## src/rtl/mc_rd_pkg.sv

```systemverilog
// mc_rd_pkg: shared definitions for the MIG read-command controller.
//   ADDR_W       - MIG byte-address width (30)
//   DATA_W       - MIG read data width (32)
//   MIG_CMD_READ - MIG instruction code for a read command
//   state_t      - controller FSM state encoding
package mc_rd_pkg;

    localparam int ADDR_W = 30;
    localparam int DATA_W = 32;

    localparam logic [2:0] MIG_CMD_READ = 3'b001;

    typedef enum logic [2:0] {
        ST_IDLE      = 3'd0,
        ST_CMD       = 3'd1,
        ST_WAIT_DATA = 3'd2,
        ST_READ      = 3'd3,
        ST_ADVANCE   = 3'd4
    } state_t;

endpackage

```

## src/rtl/mc_rd_ctrl_if.sv

```systemverilog
// mc_rd_ctrl_if: address-source and MIG command/read-FIFO bundle.
//   addr_in        - read address word from the address source ([29:0] byte addr)
//   mc_rd_rdy      - one-cycle pulse: address source advances to next entry
//   cmd_en/instr/bl/byte_addr, cmd_full - MIG command port
//   rd_en, rd_data, rd_empty            - MIG read FIFO (first-word-fall-through)
//   data_out, data_valid                - registered read word and its strobe
// Modports: master = controller side, slave = address source / MIG / sink side.
interface mc_rd_ctrl_if;
    import mc_rd_pkg::*;

    logic [30:0]       addr_in;
    logic              mc_rd_rdy;
    logic              cmd_en;
    logic [2:0]        cmd_instr;
    logic [5:0]        cmd_bl;
    logic [ADDR_W-1:0] cmd_byte_addr;
    logic              cmd_full;
    logic              rd_en;
    logic [DATA_W-1:0] rd_data;
    logic              rd_empty;
    logic [DATA_W-1:0] data_out;
    logic              data_valid;

    modport master (
        input  addr_in, cmd_full, rd_data, rd_empty,
        output mc_rd_rdy, cmd_en, cmd_instr, cmd_bl, cmd_byte_addr,
               rd_en, data_out, data_valid
    );

    modport slave (
        output addr_in, cmd_full, rd_data, rd_empty,
        input  mc_rd_rdy, cmd_en, cmd_instr, cmd_bl, cmd_byte_addr,
               rd_en, data_out, data_valid
    );

endinterface

```

## src/rtl/mc_rd_wdt.sv

```systemverilog
// mc_rd_wdt: cycle-count watchdog for the WAIT_DATA state.
//   clk, rst - clock, synchronous active-high reset
//   clear    - restart the count from zero
//   cnt_en   - count this cycle
//   expired  - high on the LIMIT-th consecutive enabled cycle
module mc_rd_wdt #(
    parameter int LIMIT = 1024
) (
    input  logic clk,
    input  logic rst,
    input  logic clear,
    input  logic cnt_en,
    output logic expired
);

    localparam int               CNT_W = $clog2(LIMIT) + 1;
    localparam logic [CNT_W-1:0] LAST  = CNT_W'(LIMIT - 1);

    logic [CNT_W-1:0] cnt;

    always_ff @(posedge clk) begin
        if (rst || clear) begin
            cnt <= '0;
        end else if (cnt_en && cnt != LAST) begin
            cnt <= cnt + 1'b1;
        end
    end

    assign expired = cnt_en && (cnt == LAST);

endmodule

```

## src/rtl/mc_rd_ctrl.sv

```systemverilog
// mc_rd_ctrl: issues one MIG read command per address-source entry, drains
// BURST_LEN words from the read FIFO and then pulses mc_rd_rdy.
//   clk, rst    - clock, synchronous active-high reset
//   run         - level enable for starting new commands
//   calib_done  - MIG calibration complete
//   busy        - high whenever the FSM is not in IDLE
//   rd_timeout  - sticky WAIT_DATA watchdog error (0 unless MC_RD_TIMEOUT_EN)
//   bus         - mc_rd_ctrl_if.master (address source, MIG cmd/read ports)
// Build option: define MC_RD_TIMEOUT_EN to add the WAIT_DATA watchdog
// (mc_rd_wdt, limit TIMEOUT_CYCLES); a timeout returns to IDLE without
// mc_rd_rdy and reissues the same latched address.
module mc_rd_ctrl
    import mc_rd_pkg::*;
#(
    parameter int BURST_LEN      = 2,
    parameter int TIMEOUT_CYCLES = 1024
) (
    input  logic         clk,
    input  logic         rst,
    input  logic         run,
    input  logic         calib_done,
    output logic         busy,
    output logic         rd_timeout,
    mc_rd_ctrl_if.master bus
);

    localparam int               CNT_W     = $clog2(BURST_LEN) + 1;
    localparam logic [CNT_W-1:0] LAST_WORD = CNT_W'(BURST_LEN - 1);

    state_t           state;
    logic [CNT_W-1:0] word_cnt;
    logic             pop;

    // Address bit 30 and the sub-word byte offset are dropped on purpose.
    logic unused_addr_bits;
    assign unused_addr_bits = ^{bus.addr_in[30], bus.addr_in[2:0]};

    // Strobes are decoded from state and gated by rst so reset wins at once.
    assign bus.cmd_en    = !rst && (state == ST_CMD) && !bus.cmd_full;
    assign pop           = !rst && (state == ST_READ) && !bus.rd_empty;
    assign bus.rd_en     = pop;
    assign bus.mc_rd_rdy = !rst && (state == ST_ADVANCE);
    assign busy          = !rst && (state != ST_IDLE);
    assign bus.cmd_instr = MIG_CMD_READ;
    assign bus.cmd_bl    = 6'(BURST_LEN - 1);

`ifdef MC_RD_TIMEOUT_EN
    logic wdt_expired;
    logic retry;

    mc_rd_wdt #(
        .LIMIT (TIMEOUT_CYCLES)
    ) u_wdt (
        .clk     (clk),
        .rst     (rst),
        .clear   (state != ST_WAIT_DATA),
        .cnt_en  (state == ST_WAIT_DATA),
        .expired (wdt_expired)
    );
`else
    localparam int unused_timeout_cycles = TIMEOUT_CYCLES;
    assign rd_timeout = 1'b0;
`endif

    always_ff @(posedge clk) begin
        if (rst) begin
            state             <= ST_IDLE;
            word_cnt          <= '0;
            bus.cmd_byte_addr <= '0;
            bus.data_out      <= '0;
            bus.data_valid    <= 1'b0;
`ifdef MC_RD_TIMEOUT_EN
            rd_timeout        <= 1'b0;
            retry             <= 1'b0;
`endif
        end else begin
            // Read-data capture: one registered word per FIFO pop.
            bus.data_valid <= pop;
            if (pop) begin
                bus.data_out <= bus.rd_data;
            end

            case (state)
                ST_IDLE: begin
                    if (run && calib_done) begin
                        state <= ST_CMD;
`ifdef MC_RD_TIMEOUT_EN
                        // After a timeout keep the old address for the retry.
                        if (!retry) begin
                            bus.cmd_byte_addr <= {bus.addr_in[29:3], 3'b000};
                        end
                        retry <= 1'b0;
`else
                        bus.cmd_byte_addr <= {bus.addr_in[29:3], 3'b000};
`endif
                    end
                end
                ST_CMD: begin
                    if (!bus.cmd_full) begin
                        state <= ST_WAIT_DATA;
                    end
                end
                ST_WAIT_DATA: begin
                    if (!bus.rd_empty) begin
                        state <= ST_READ;
`ifdef MC_RD_TIMEOUT_EN
                    end else if (wdt_expired) begin
                        rd_timeout <= 1'b1;
                        retry      <= 1'b1;
                        state      <= ST_IDLE;
`endif
                    end
                end
                ST_READ: begin
                    if (pop) begin
                        if (word_cnt == LAST_WORD) begin
                            word_cnt <= '0;
                            state    <= ST_ADVANCE;
                        end else begin
                            word_cnt <= word_cnt + 1'b1;
                        end
                    end
                end
                ST_ADVANCE: begin
                    state <= ST_IDLE;
                end
                default: begin
                    state <= ST_IDLE;
                end
            endcase
        end
    end

endmodule

```

## src/flat_wrapper.sv

```systemverilog
// flat-port wrapper written by rule: the top's interface ports become plain ports
module mc_rd_ctrl_flat import mc_rd_pkg::*;
#(
    parameter int BURST_LEN      = 2,
    parameter int TIMEOUT_CYCLES = 1024
)
  (clk, rst, run, calib_done, busy, rd_timeout, bus_addr_in, bus_cmd_full, bus_rd_data, bus_rd_empty, bus_mc_rd_rdy, bus_cmd_en, bus_cmd_instr, bus_cmd_bl, bus_cmd_byte_addr, bus_rd_en, bus_data_out, bus_data_valid);
  mc_rd_ctrl_if bus_i ();
  input  logic clk;
  input  logic rst;
  input  logic run;
  input  logic calib_done;
  output logic busy;
  output logic rd_timeout;
  input wire logic [$bits(bus_i.addr_in)-1:0] bus_addr_in;
  input wire logic [$bits(bus_i.cmd_full)-1:0] bus_cmd_full;
  input wire logic [$bits(bus_i.rd_data)-1:0] bus_rd_data;
  input wire logic [$bits(bus_i.rd_empty)-1:0] bus_rd_empty;
  output wire logic [$bits(bus_i.mc_rd_rdy)-1:0] bus_mc_rd_rdy;
  output wire logic [$bits(bus_i.cmd_en)-1:0] bus_cmd_en;
  output wire logic [$bits(bus_i.cmd_instr)-1:0] bus_cmd_instr;
  output wire logic [$bits(bus_i.cmd_bl)-1:0] bus_cmd_bl;
  output wire logic [$bits(bus_i.cmd_byte_addr)-1:0] bus_cmd_byte_addr;
  output wire logic [$bits(bus_i.rd_en)-1:0] bus_rd_en;
  output wire logic [$bits(bus_i.data_out)-1:0] bus_data_out;
  output wire logic [$bits(bus_i.data_valid)-1:0] bus_data_valid;
  assign bus_i.addr_in = bus_addr_in;
  assign bus_i.cmd_full = bus_cmd_full;
  assign bus_i.rd_data = bus_rd_data;
  assign bus_i.rd_empty = bus_rd_empty;
  assign bus_mc_rd_rdy = bus_i.mc_rd_rdy;
  assign bus_cmd_en = bus_i.cmd_en;
  assign bus_cmd_instr = bus_i.cmd_instr;
  assign bus_cmd_bl = bus_i.cmd_bl;
  assign bus_cmd_byte_addr = bus_i.cmd_byte_addr;
  assign bus_rd_en = bus_i.rd_en;
  assign bus_data_out = bus_i.data_out;
  assign bus_data_valid = bus_i.data_valid;
  mc_rd_ctrl #(.BURST_LEN(BURST_LEN), .TIMEOUT_CYCLES(TIMEOUT_CYCLES)) u_core (.clk(clk), .rst(rst), .run(run), .calib_done(calib_done), .busy(busy), .rd_timeout(rd_timeout), .bus(bus_i));
endmodule
```

## config.mk

```make
export PLATFORM = sky130hd
export DESIGN_NAME = mc_rd_ctrl_flat
export DESIGN_NICKNAME = d
export VERILOG_FILES = /design/src/rtl/mc_rd_pkg.sv /design/src/rtl/mc_rd_ctrl_if.sv /design/src/rtl/mc_rd_wdt.sv /design/src/rtl/mc_rd_ctrl.sv /design/src/flat_wrapper.sv
export SDC_FILE = /design/constraint.sdc
export NUM_CORES = 1
export LEC_CHECK = 0
export BUFFER_PORTS_ARGS = -buffer_cell sky130_fd_sc_hd__buf_2
export CAP_MARGIN = 10
export CORE_AREA = 2 2 73 110
export CTS_CLUSTER_SIZE = 14
export DETAILED_ROUTE_END_ITERATION = 6
export DIE_AREA = 0 0 75 112
export GPL_TIMING_DRIVEN = 0
export PLACE_DENSITY_LB_ADDON = 0.05
export SKIP_LAST_GASP = 1
export SYNTH_ARGS = -nofsm -noshare
export SYNTH_HDL_FRONTEND = slang
export SYNTH_HIERARCHICAL = 1
export SYNTH_SLANG_ARGS = --single-unit
```

## constraint.sdc

```tcl
create_clock -name clk -period 1.4 [get_ports clk]
set_clock_uncertainty 0.1 [all_clocks]
set_input_delay 0.28 -clock clk [delete_from_list [all_inputs] [get_ports clk]]
set_output_delay 0.28 -clock clk [all_outputs]
set_load 0.05 [all_outputs]
```

Word-level counts from Yosys, hierarchy flattened:

Index checks and enable logic that the tools add are counted.

* register bits: 65
* input port bits: 69
* logic and storage cells: 38
* output and inout bits: 77

* $add $sub $neg: 1
* equality and inequality tests: 10
* reductions and logical operators: 15
* multiplexer cells: 7

Operator list (number)
* 2-to-1 mux 3 bit: 5
* one-hot mux 3 bit (4 select lines): 1
* != test 2 bit, second input constant: 4
* logical AND 1 bit: 7
* == test 3 x 2 -> 1 bit, second input constant: 2
* AND reduction 5 bit: 1
* AND reduction 2 bit: 2
* == test 3 x 1 -> 1 bit, second input constant: 1
* == test 3 bit, second input constant: 1
* zero test 1 bit: 3
* zero test 3 bit: 1
* nonzero test 3 bit: 1
* adder 2 x 1 -> 2 bit, second input constant: 1
* == test 2 x 1 -> 1 bit, second input constant: 1
* 2-to-1 mux 2 bit: 1
* != test 2 x 1 -> 1 bit, second input constant: 1

Logic depth before layout (Yosys ltp):

Gate-level depths: netlist of run 1.

* word-level depth: 5
* mapped depth: 6
* mapped depth without buffers: 4

Worst setup path before layout of run 1:

No wires, ideal clock.

* kind: input -> output
* start point: in rst
* end point: out bus_mc_rd_rdy
* path slack: -1.201 ns
* data required time: 1.020 ns
* cell stages on the path: 3
* arrival: 2.221 ns
* buffers on the path: 2
* path through: buf_4 clkbuf_1 nor4b_1

* longest elaborated chain between the ends: 2

Ends and longest elaborated chain
* start: declaration: RTL line flat_wrapper.sv:10 `input logic rst;`
* zero test 1 bit: RTL line mc_rd_ctrl.sv:42 `assign bus.mc_rd_rdy = !rst && (state == ST_ADVANCE);`
* logical AND 1 bit: RTL line mc_rd_ctrl.sv:42
* end: declaration: RTL line flat_wrapper.sv:19 `output wire logic [$bits(bus_i.mc_rd_rdy)-1:0] bus_mc_rd_rdy;`

No other way between the ends.

Worst setup path in the final report of run 1:

* start point: reg u_core.state[0]
* end point: out bus_cmd_en

* longest elaborated chain between the ends: 3

Ends and longest elaborated chain
* start: declaration: RTL line mc_rd_ctrl.sv:30 `state_t state;`
* start signal: assignment: RTL line mc_rd_ctrl.sv:67 `state <= ST_IDLE;`
* start signal: assignment: RTL line mc_rd_ctrl.sv:86 `state <= ST_CMD;`
* start signal: assignment: RTL line mc_rd_ctrl.sv:100 `state <= ST_WAIT_DATA;`
* == test 3 x 1 -> 1 bit: RTL line mc_rd_ctrl.sv:39 `assign bus.cmd_en = !rst && (state == ST_CMD) && !bus.cmd_full;`
* logical AND 1 bit (2 in a row): RTL line mc_rd_ctrl.sv:39
* end: declaration: RTL line flat_wrapper.sv:20 `output wire logic [$bits(bus_i.cmd_en)-1:0] bus_cmd_en;`

No other way between the ends.

==> results.json, run 1 <==
{
  "status": "finished with violations",
  "violations": "setup timing",
  "grt_antenna_before_repair": 0,
  "grt_use_total_pct": 16.9,
  "critPathMaxFanout": 3,
  "preCtsSetupSlack_ns": -0.401,
  "place.gp.congestion": 0.726,
  "syn_inst": 267,
  "hp-class": "primary input to flip-flop",
  "worstSetupPathType": "flip-flop to primary output",
  "dp.cells": 508,
  "tns_ns": -10.42,
  "port_buffers": 128,
  "regToRegSetupSlack_ns": -0.26,
  "crit_slowest_cell": "dfxtp_4",
  "die_area_mm2": 0.00840,
  "synth_edf_count": 0,
  "postCtsHoldBufs": 0,
  "slew_viol_final": 0,
  "clock_latency_ns": 0.32,
  "cp-start-kind": "flip-flop",
  "io-pin-count": 146,
  "final.period_utilization_pct": 130,
  "reg2reg_depth": 7,
  "crit_chain": "inv_4 -> or3_4 -> nor3_4 -> buf_6",
  "syn_avg_cell_area_um2": 11.1,
  "final_cells": 545,
  "dieHeight_um": 112,
  "required_ns": 1.02,
  "wl_per_cell_um": 12.3,
  "ir_drop_mv": 0.916,
  "hpwl_mm": 4.79,
  "cts_tree": "done",
  "fmax_mhz": 550,
  "timing.final.hold_violations": 0,
  "final_layout_size_suffix_gt1_share_pct": 52.1,
  "ys_seq_elements": 65,
  "grt_max_degree": 11,
  "first_iter_violations": 34,
  "yosysSeqAreaShare_pct": 43.8,
  "crit_path_end_kind": "primary output",
  "post_synth_num_cell_types": 26,
  "clock-sinks": 65,
  "cpPeakStageDelay_ns": 0.36,
  "async_reset_ff_share_pct": 0,
  "cts_buffer_depth": 2,
  "yosys_warnings": 6,
  "start_util_pct": 39.8,
  "htree_levels": 3,
  "fillCellCount": 668,
  "r2r-end": "u_core/bus.data_out[9]",
  "hp-start": "bus_rd_data[26]",
  "via_per_inst": 4.33,
  "final_antenna_net_count": 0,
  "worstReg2RegStart": "u_core/state[0]",
  "drcViolationCount": 0,
  "core_mm2": 0.00747,
  "grt_overflow": 0,
  "antenna_cells": 0,
  "rsz0062_at_grt": "true",
  "syn-cell-area_mm2": 0.00297,
  "vias": 2362,
  "path_clk_slew_ns": 0.05,
  "nNetsFinal": 507,
  "min_to": "u_core/bus.data_out[26]",
  "grt_pass1_vias": 2413,
  "setup_violations": 63,
  "p_leak_nw": 2.30,
  "fin_ws_ns": -0.418,
  "fp.dieW_um": 75,
  "max_cap_violations": 0,
  "wirelength_mm": 6.71,
  "hold_path_depth": 2,
  "final_period_minus_worst_setup_slack_ns": 1.82,
  "worst_ep_arrival_time_ns": 1.44,
  "synth_ff_type": "dfxtp_1",
  "rows": 39,
  "power_density_mw_per_mm2": 1110,
  "total_power_w": 0.00509,
  "cts_buffers": 9,
  "area_delta_synth_final_pct": 53.6,
  "grt_pass1_wl_mm": 10.9,
  "clockRootBuffer": "clkbuf_16",
  "drt_first_pass_iters": 4
}
[cells in the final DEF (no fill, tap or decap), drive strengths merged]
cell type	n
a21oi	2
nor2	3
mux2i	28
a311o	1
nor2b	28
o31ai	1
and3	1
inv	2
clkinvlp	1
nand2b	58
nor4b	1
conb	13
or3	1
o22ai	1
buf	170
mux2	32
nor3	2
and2b	5
clkbuf	24
bufinv	1
dfxtp	65
nand3	1
a21boi	1
nand3b	1
[timing repair]
item	4_1_cts	5_1_grt
pin swaps	4	6
gates cloned	4	0
buffers inserted	15	6
resized for setup	34	15
endpoints found under the setup margin	54	64
[area by class of cell]
type	count	area (um2)	share of cell area (%)
Clock buffer	15	298	6.52
Tap cell	102	128	2.79
Multi-Input combinational cell	180	1540	33.7
Clock inverter	1	30.0	0.658
Buffer	28	240	5.26
Timing Repair Buffer	151	1010	22.0
Inverter	3	17.5	0.384
Sequential cell	65	1310	28.6
[Yosys cell counts (all sizes together), types with 2 or more instances]
cell type | number | area [um2]
mux2 | 32 | 458
mux2i | 28 | 280
dfxtp | 65 | 1300
nor2b | 28 | 175
conb | 2 | 7.51
and2b | 5 | 37.5
buf | 21 | 191
nor2 | 3 | 11.3
inv | 3 | 11.3
nor3 | 2 | 15.0
clkbuf | 9 | 33.8
a21oi | 2 | 10.0
nand2b | 58 | 363
[per-stage QoR]
step                hold slack, ns  util (%)  area, um2
global route                0.0646      61.2       4570
finish                      0.0808      61.2       4570
floorplan                    0.322         -       3060
global placement             0.334      51.3       3830
CTS                         0.0700      60.8       4540
detailed placement           0.333      51.3       3830
[cells by family after synthesis]
family | share of synthesized area (%)
flip-flops | 43.8
other | 0.253
multiplexers | 24.8
AND/OR/NAND/NOR | 21.8
AO/OA/AOI/OAI | 1.39
buffers and inverters | 7.95
[power breakdown]
part           leakage [nW]  switching [W]  internal, W
sequential            0.528      0.0000284      0.00191
combinational          1.61       0.000458     0.000327
clock                 0.162       0.000748      0.00162
total                  2.30        0.00123      0.00386
[how the worst max path moves through the flow]
stage | start | endpoint | slack, ns | cells after the start
after global placement | rst | bus_mc_rd_rdy | -0.42 | 5
after floorplan | u_core/state[1] | bus_cmd_en | -0.26 | 3
after CTS | u_core/state[1] | bus_cmd_en | -0.45 | 4
after global routing | u_core/state[0] | bus_cmd_en | -0.46 | 4
final | u_core/state[0] | bus_cmd_en | -0.42 | 4
after detailed placement | rst | bus_mc_rd_rdy | -0.40 | 5
[worst max-delay path: cells and delay by family, from the launching register on]
kind	cells	cell delay, ns
flops	1	0.36
buf+inv	2	0.21
simple gates	2	0.55
[sequential cells by signal, summed over array words and instances, names as in the netlist]
name / count
u_core/bus.data_out: 32
u_core/state: 3
u_core/bus.cmd_byte_addr: 27
u_core/word_cnt: 2
u_core/bus.data_valid: 1
[layer usage]
layer	GRT usage, %	vias to the layer above	part of all wire [%]
li1	-	1191	-
met1	17.4	1073	39
met2	29.4	88	52
met3	5.88	10	7.8
met4	7.86	0	1.6
met5	0	-	0
Note: power is estimated with default switching activity, not from simulation.
==> run 2: changes to the inputs <==
--- a/config.mk
+++ b/config.mk
@@ -6,13 +6,13 @@
 export NUM_CORES = 1
 export LEC_CHECK = 0
 export BUFFER_PORTS_ARGS = -buffer_cell sky130_fd_sc_hd__buf_2
-export CAP_MARGIN = 10
+export CAP_MARGIN = 20
 export CORE_AREA = 2 2 73 110
 export CTS_CLUSTER_SIZE = 14
 export DETAILED_ROUTE_END_ITERATION = 6
 export DIE_AREA = 0 0 75 112
 export GPL_TIMING_DRIVEN = 0
-export PLACE_DENSITY_LB_ADDON = 0.05
+export PLACE_DENSITY = 0.86
 export SKIP_LAST_GASP = 1
 export SYNTH_ARGS = -nofsm -noshare
 export SYNTH_HDL_FRONTEND = slang
==> run 2 against run 1 <==
The flow still finishes with violations (setup timing). Sequential power barely moved. Sequential cell count is the same. Utilization fell by 1.0 points. Critical path type unchanged.
==> results.json, run 2 (synthesis gave the netlist of run 1 again) <==
{
  "grt_max_degree": 20,
  "port_buffers": 128,
  "preCtsSetupSlack_ns": -0.420,
  "grt_overflow": 0,
  "critPathMaxFanout": 3,
  "wirelength_mm": 6.95,
  "final_layout_size_suffix_gt1_share_pct": 51.7,
  "cts_tree": "done",
  "grt_pass1_vias": 2481,
  "cts_buffers": 9,
  "cp-start-kind": "flip-flop",
  "start_util_pct": 39.8,
  "total_power_w": 0.00476,
  "cts_buffer_depth": 2,
  "die_area_mm2": 0.00840,
  "worstSetupPathType": "flip-flop to primary output",
  "setup_violations": 63,
  "drcViolationCount": 0,
  "grt_antenna_before_repair": 0,
  "grt_use_total_pct": 17.7,
  "slew_viol_final": 0,
  "drt_first_pass_iters": 4,
  "hold_path_depth": 2,
  "dieHeight_um": 112,
  "antenna_cells": 0,
  "nNetsFinal": 503,
  "crit_slowest_cell": "dfxtp_4",
  "status": "finished with violations",
  "rsz0062_at_grt": "true",
  "timing.final.hold_violations": 0,
  "violations": "setup timing",
  "io-pin-count": 146,
  "worst_ep_arrival_time_ns": 1.41,
  "rows": 39,
  "clock-sinks": 65,
  "reg2reg_depth": 7,
  "p_leak_nw": 2.26,
  "hpwl_mm": 5.00,
  "crit_path_end_kind": "primary output",
  "cpPeakStageDelay_ns": 0.36,
  "final_antenna_net_count": 0,
  "ir_drop_mv": 0.656,
  "final_period_minus_worst_setup_slack_ns": 1.79,
  "max_cap_violations": 0,
  "crit_chain": "inv_4 -> or3_4 -> nor3_4 -> buf_6",
  "first_iter_violations": 42,
  "fin_ws_ns": -0.394,
  "core_mm2": 0.00747,
  "clock_latency_ns": 0.32,
  "max_flop_register": "u_core/bus.data_out",
  "clockRootBuffer": "clkbuf_16",
  "vias": 2363,
  "largest_reg_flops": 32,
  "area_delta_synth_final_pct": 51.1,
  "final.period_utilization_pct": 128,
  "power_density_mw_per_mm2": 1060,
  "fmax_mhz": 558,
  "postCtsHoldBufs": 0,
  "path_clk_slew_ns": 0.05,
  "final_cell_mix": "buf_2 (124), dfxtp_1 (62), nand2b_1 (58)",
  "hp-class": "primary input to flip-flop",
  "fp.dieW_um": 75,
  "place.gp.congestion": 0.719,
  "wl_per_cell_um": 12.9,
  "htree_levels": 3,
  "required_ns": 1.02,
  "via_per_inst": 4.38,
  "grt_pass1_wl_mm": 11.4,
  "layout_commonest_cell": "buf_2",
  "reg_top3": "u_core/bus.data_out (32), u_core/bus.cmd_byte_addr (27), u_core/state (3)"
}
[run 2: critical path, delay by kind of cell (launching register included)]
kind,cells,cell delay [ns]
flops,1,0.36
buf+inv,2,0.21
simple gates,2,0.53
[run 2: power breakdown]
part / switching [W] / total (W) / internal (W)
Sequential: 0.0000294 / 0.00194 / 0.00191
Combinational: 0.000460 / 0.000784 / 0.000324
Clock: 0.000718 / 0.00204 / 0.00132
[run 2: final timing paths]
path | from | endpoint | slack [ns]
max | u_core/state[0] | bus_cmd_en | -0.39
min | bus_rd_data[24] | u_core/bus.data_out[24] | 0.08
min reg2reg | u_core/word_cnt[1] | u_core/word_cnt[1] | 0.35
max reg2reg | u_core/state[0] | u_core/bus.cmd_byte_addr[13] | -0.21
[run 2: final cells by class]
class,instances,area (um2)
multi-input combinational,180,1550
fill,654,2980
sequential,65,1310
inverter,3,17.5
timing repair buffer,147,956
clock buffer,14,274
tap,102,128
buffer,28,256
[run 2: layer usage]
layer  vias up  track usage, %  routed length, um
met5         -               0                  0
met4         0            8.21                119
met3         9            4.43                489
met2        90            32.0               3750
met1      1085            18.2               2580
li1       1179               -                  -
[run 2: per-stage QoR]
stage | utilization [%] | hold slack [ns] | area, um2 | setup TNS [ns] | instances
4_1_cts | 59.3 | 0.0674 | 4420 | -9.29 | 536
3_3_place_gp | 51.3 | 0.333 | 3830 | -7.53 | 508
2_1_floorplan | - | 0.322 | 3060 | -1.00 | 278
6_report | 60.1 | 0.0809 | 4490 | -7.47 | 539
3_5_place_dp | 51.3 | 0.341 | 3830 | -9.10 | 508
5_1_grt | 60.1 | 0.0679 | 4490 | -10.81 | 539
[run 2: timing repair]
action,4_1_cts,5_1_grt
pin swaps,3,6
buffers inserted,11,5
endpoints found under the setup margin,52,57
endpoints found under the hold margin,0,0
gates cloned,4,0
resized for setup,28,17
==> run 3: changes to the inputs <==
--- a/config.mk
+++ b/config.mk
@@ -12,7 +12,8 @@
 export DETAILED_ROUTE_END_ITERATION = 6
 export DIE_AREA = 0 0 75 112
 export GPL_TIMING_DRIVEN = 0
-export PLACE_DENSITY = 0.86
+export PLACE_DENSITY = 0.84
+export RECOVER_POWER = 25
 export SKIP_LAST_GASP = 1
 export SYNTH_ARGS = -nofsm -noshare
 export SYNTH_HDL_FRONTEND = slang
==> run 3 against run 2 <==
The run still ends with setup timing left. Routed wire length about the same. Sequential power barely moved. Die area unchanged. Non-clock buffer count grew 5. Total power grew 0.41%. Hold slack better by 0.00078 ns. Critical path type unchanged. Highest routed layer unchanged.
==> results.json, run 3 (synthesis gave the netlist of run 1 again) <==
{
  "status": "finished with violations",
  "violations": "setup timing",
  "rows": 39,
  "drcViolationCount": 0,
  "die_area_mm2": 0.00840,
  "layout_commonest_cell": "buf_2",
  "final_period_minus_worst_setup_slack_ns": 1.83,
  "hp-start": "bus_rd_data[21]",
  "fin_ws_ns": -0.431,
  "cts_tree": "done",
  "grt_max_degree": 11,
  "slew_viol_final": 0,
  "place_area_mm2": 0.00383,
  "worst_ep_arrival_time_ns": 1.45,
  "dieHeight_um": 112,
  "grt_pass1_wl_mm": 11.0,
  "clockRootBuffer": "clkbuf_16",
  "design_area_mm2": 0.00451,
  "rsz0062_at_grt": "true",
  "fin_util_pct": 60.3,
  "multi_input_area_mm2": 0.00153,
  "critPathMaxFanout": 4,
  "fp.dieW_um": 75,
  "final_antenna_net_count": 0,
  "whs_ns": 0.0817,
  "largest_reg_flops": 32,
  "final_layout_size_suffix_gt1_share_pct": 51.8,
  "cts_buffers": 9,
  "path_clk_slew_ns": 0.05,
  "power_density_mw_per_mm2": 1060,
  "max_cap_violations": 0,
  "ir_drop_mv": 0.625,
  "required_ns": 1.02,
  "antenna_cells": 0,
  "postCtsHoldBufs": 0,
  "p_leak_nw": 2.26,
  "start_util_pct": 39.8,
  "clock-sinks": 65,
  "drt_first_pass_iters": 3,
  "cp-start-kind": "flip-flop",
  "setup_violations": 63,
  "grt_antenna_before_repair": 0,
  "final.period_utilization_pct": 131,
  "place.gp.congestion": 0.705,
  "fillCellCount": 635,
  "grt_use_total_pct": 17.0,
  "max_flop_register": "u_core/bus.data_out",
  "crit_path_end_kind": "primary output",
  "timing.final.hold_violations": 0,
  "grt_pass1_vias": 2456,
  "vias": 2399,
  "port_buffers": 128,
  "wl_per_cell_um": 12.8,
  "worstSetupPathType": "flip-flop to primary output",
  "reg_top3": "u_core/bus.data_out (32), u_core/bus.cmd_byte_addr (27), u_core/state (3)",
  "io-pin-count": 146,
  "wirelength_mm": 6.95,
  "grt_overflow": 0,
  "core_mm2": 0.00747,
  "hp-class": "primary input to flip-flop",
  "fmax_mhz": 546,
  "regArea_mm2": 0.00131,
  "via_per_inst": 4.41,
  "clock_latency_ns": 0.32,
  "worstReg2RegStart": "u_core/state[0]",
  "nNetsFinal": 508,
  "critPathLaunch": "u_core/state[0]",
  "hpwl_mm": 5.00,
  "area_delta_synth_final_pct": 51.6,
  "cts_buffer_depth": 2,
  "preCtsSetupSlack_ns": -0.407,
  "final_cell_mix": "buf_2 (125), dfxtp_1 (62), nand2b_1 (58)",
  "first_iter_violations": 40,
  "htree_levels": 3
}
[run 3: changes by cell type in the layout (fill, tap and decap cells not counted), moves of 2 or more]
cell,change
buf_12,-3
buf_4,+2
buf_6,+4
mux2_2,+4
mux2_4,-4
[run 3: through the flow]
stage / TNS (ns) / instances / power (W)
floorplan: -1.00 / 278 / 0.00248
global placement: -7.61 / 508 / 0.00265
detailed placement: -9.03 / 508 / 0.00267
CTS: -11.77 / 540 / 0.00484
global route: -12.85 / 544 / 0.00497
finish: -9.17 / 544 / 0.00478
[run 3: final timing paths]
kind,endpoint,slack (ns),depth (start not counted)
min reg2reg,u_core/word_cnt[1],0.35,2
min,u_core/bus.data_out[21],0.08,2
max reg2reg,u_core/bus.data_out[20],-0.23,7
max,bus_cmd_en,-0.43,4
[run 3: layout make-up]
class | instances | area share, %
Multi-Input combinational cell | 180 | 34.0
Sequential cell | 65 | 29.1
Timing Repair Buffer | 153 | 22.7
Clock buffer | 14 | 6.08
Buffer | 27 | 4.89
Tap cell | 102 | 2.83
Inverter | 3 | 0.389
[run 3: per-layer routing]
metal / routed length (um) / vias to the layer above / GRT usage, %
met3: 435 / 7 / 3.71
li1: - / 1190 / -
met1: 2660 / 1108 / 17.5
met4: 96 / 0 / 8.57
met2: 3760 / 94 / 30.8
met5: 0 / - / 0
[run 3: report_power, final]
part	internal, W	total, W	leakage, nW	switching, W
clock network	0.00132	0.00206	0.135	0.000734
registers	0.00191	0.00194	0.529	0.0000316
logic	0.000326	0.000784	1.60	0.000458
total	0.00356	0.00478	2.26	0.00122
[run 3: worst max-delay path, stage by stage (launching register included)]
cell	delay, ns
dfxtp_4	0.37
inv_4	0.04
or3_4	0.35
nor3_4	0.20
buf_6	0.18
[run 3: repair_timing]
item                       4_1_cts  5_1_grt
setup endpoints to repair       54       59
resized for setup               31       18
pin swaps                        3        6
buffers inserted                13        8
cloned                           5        0
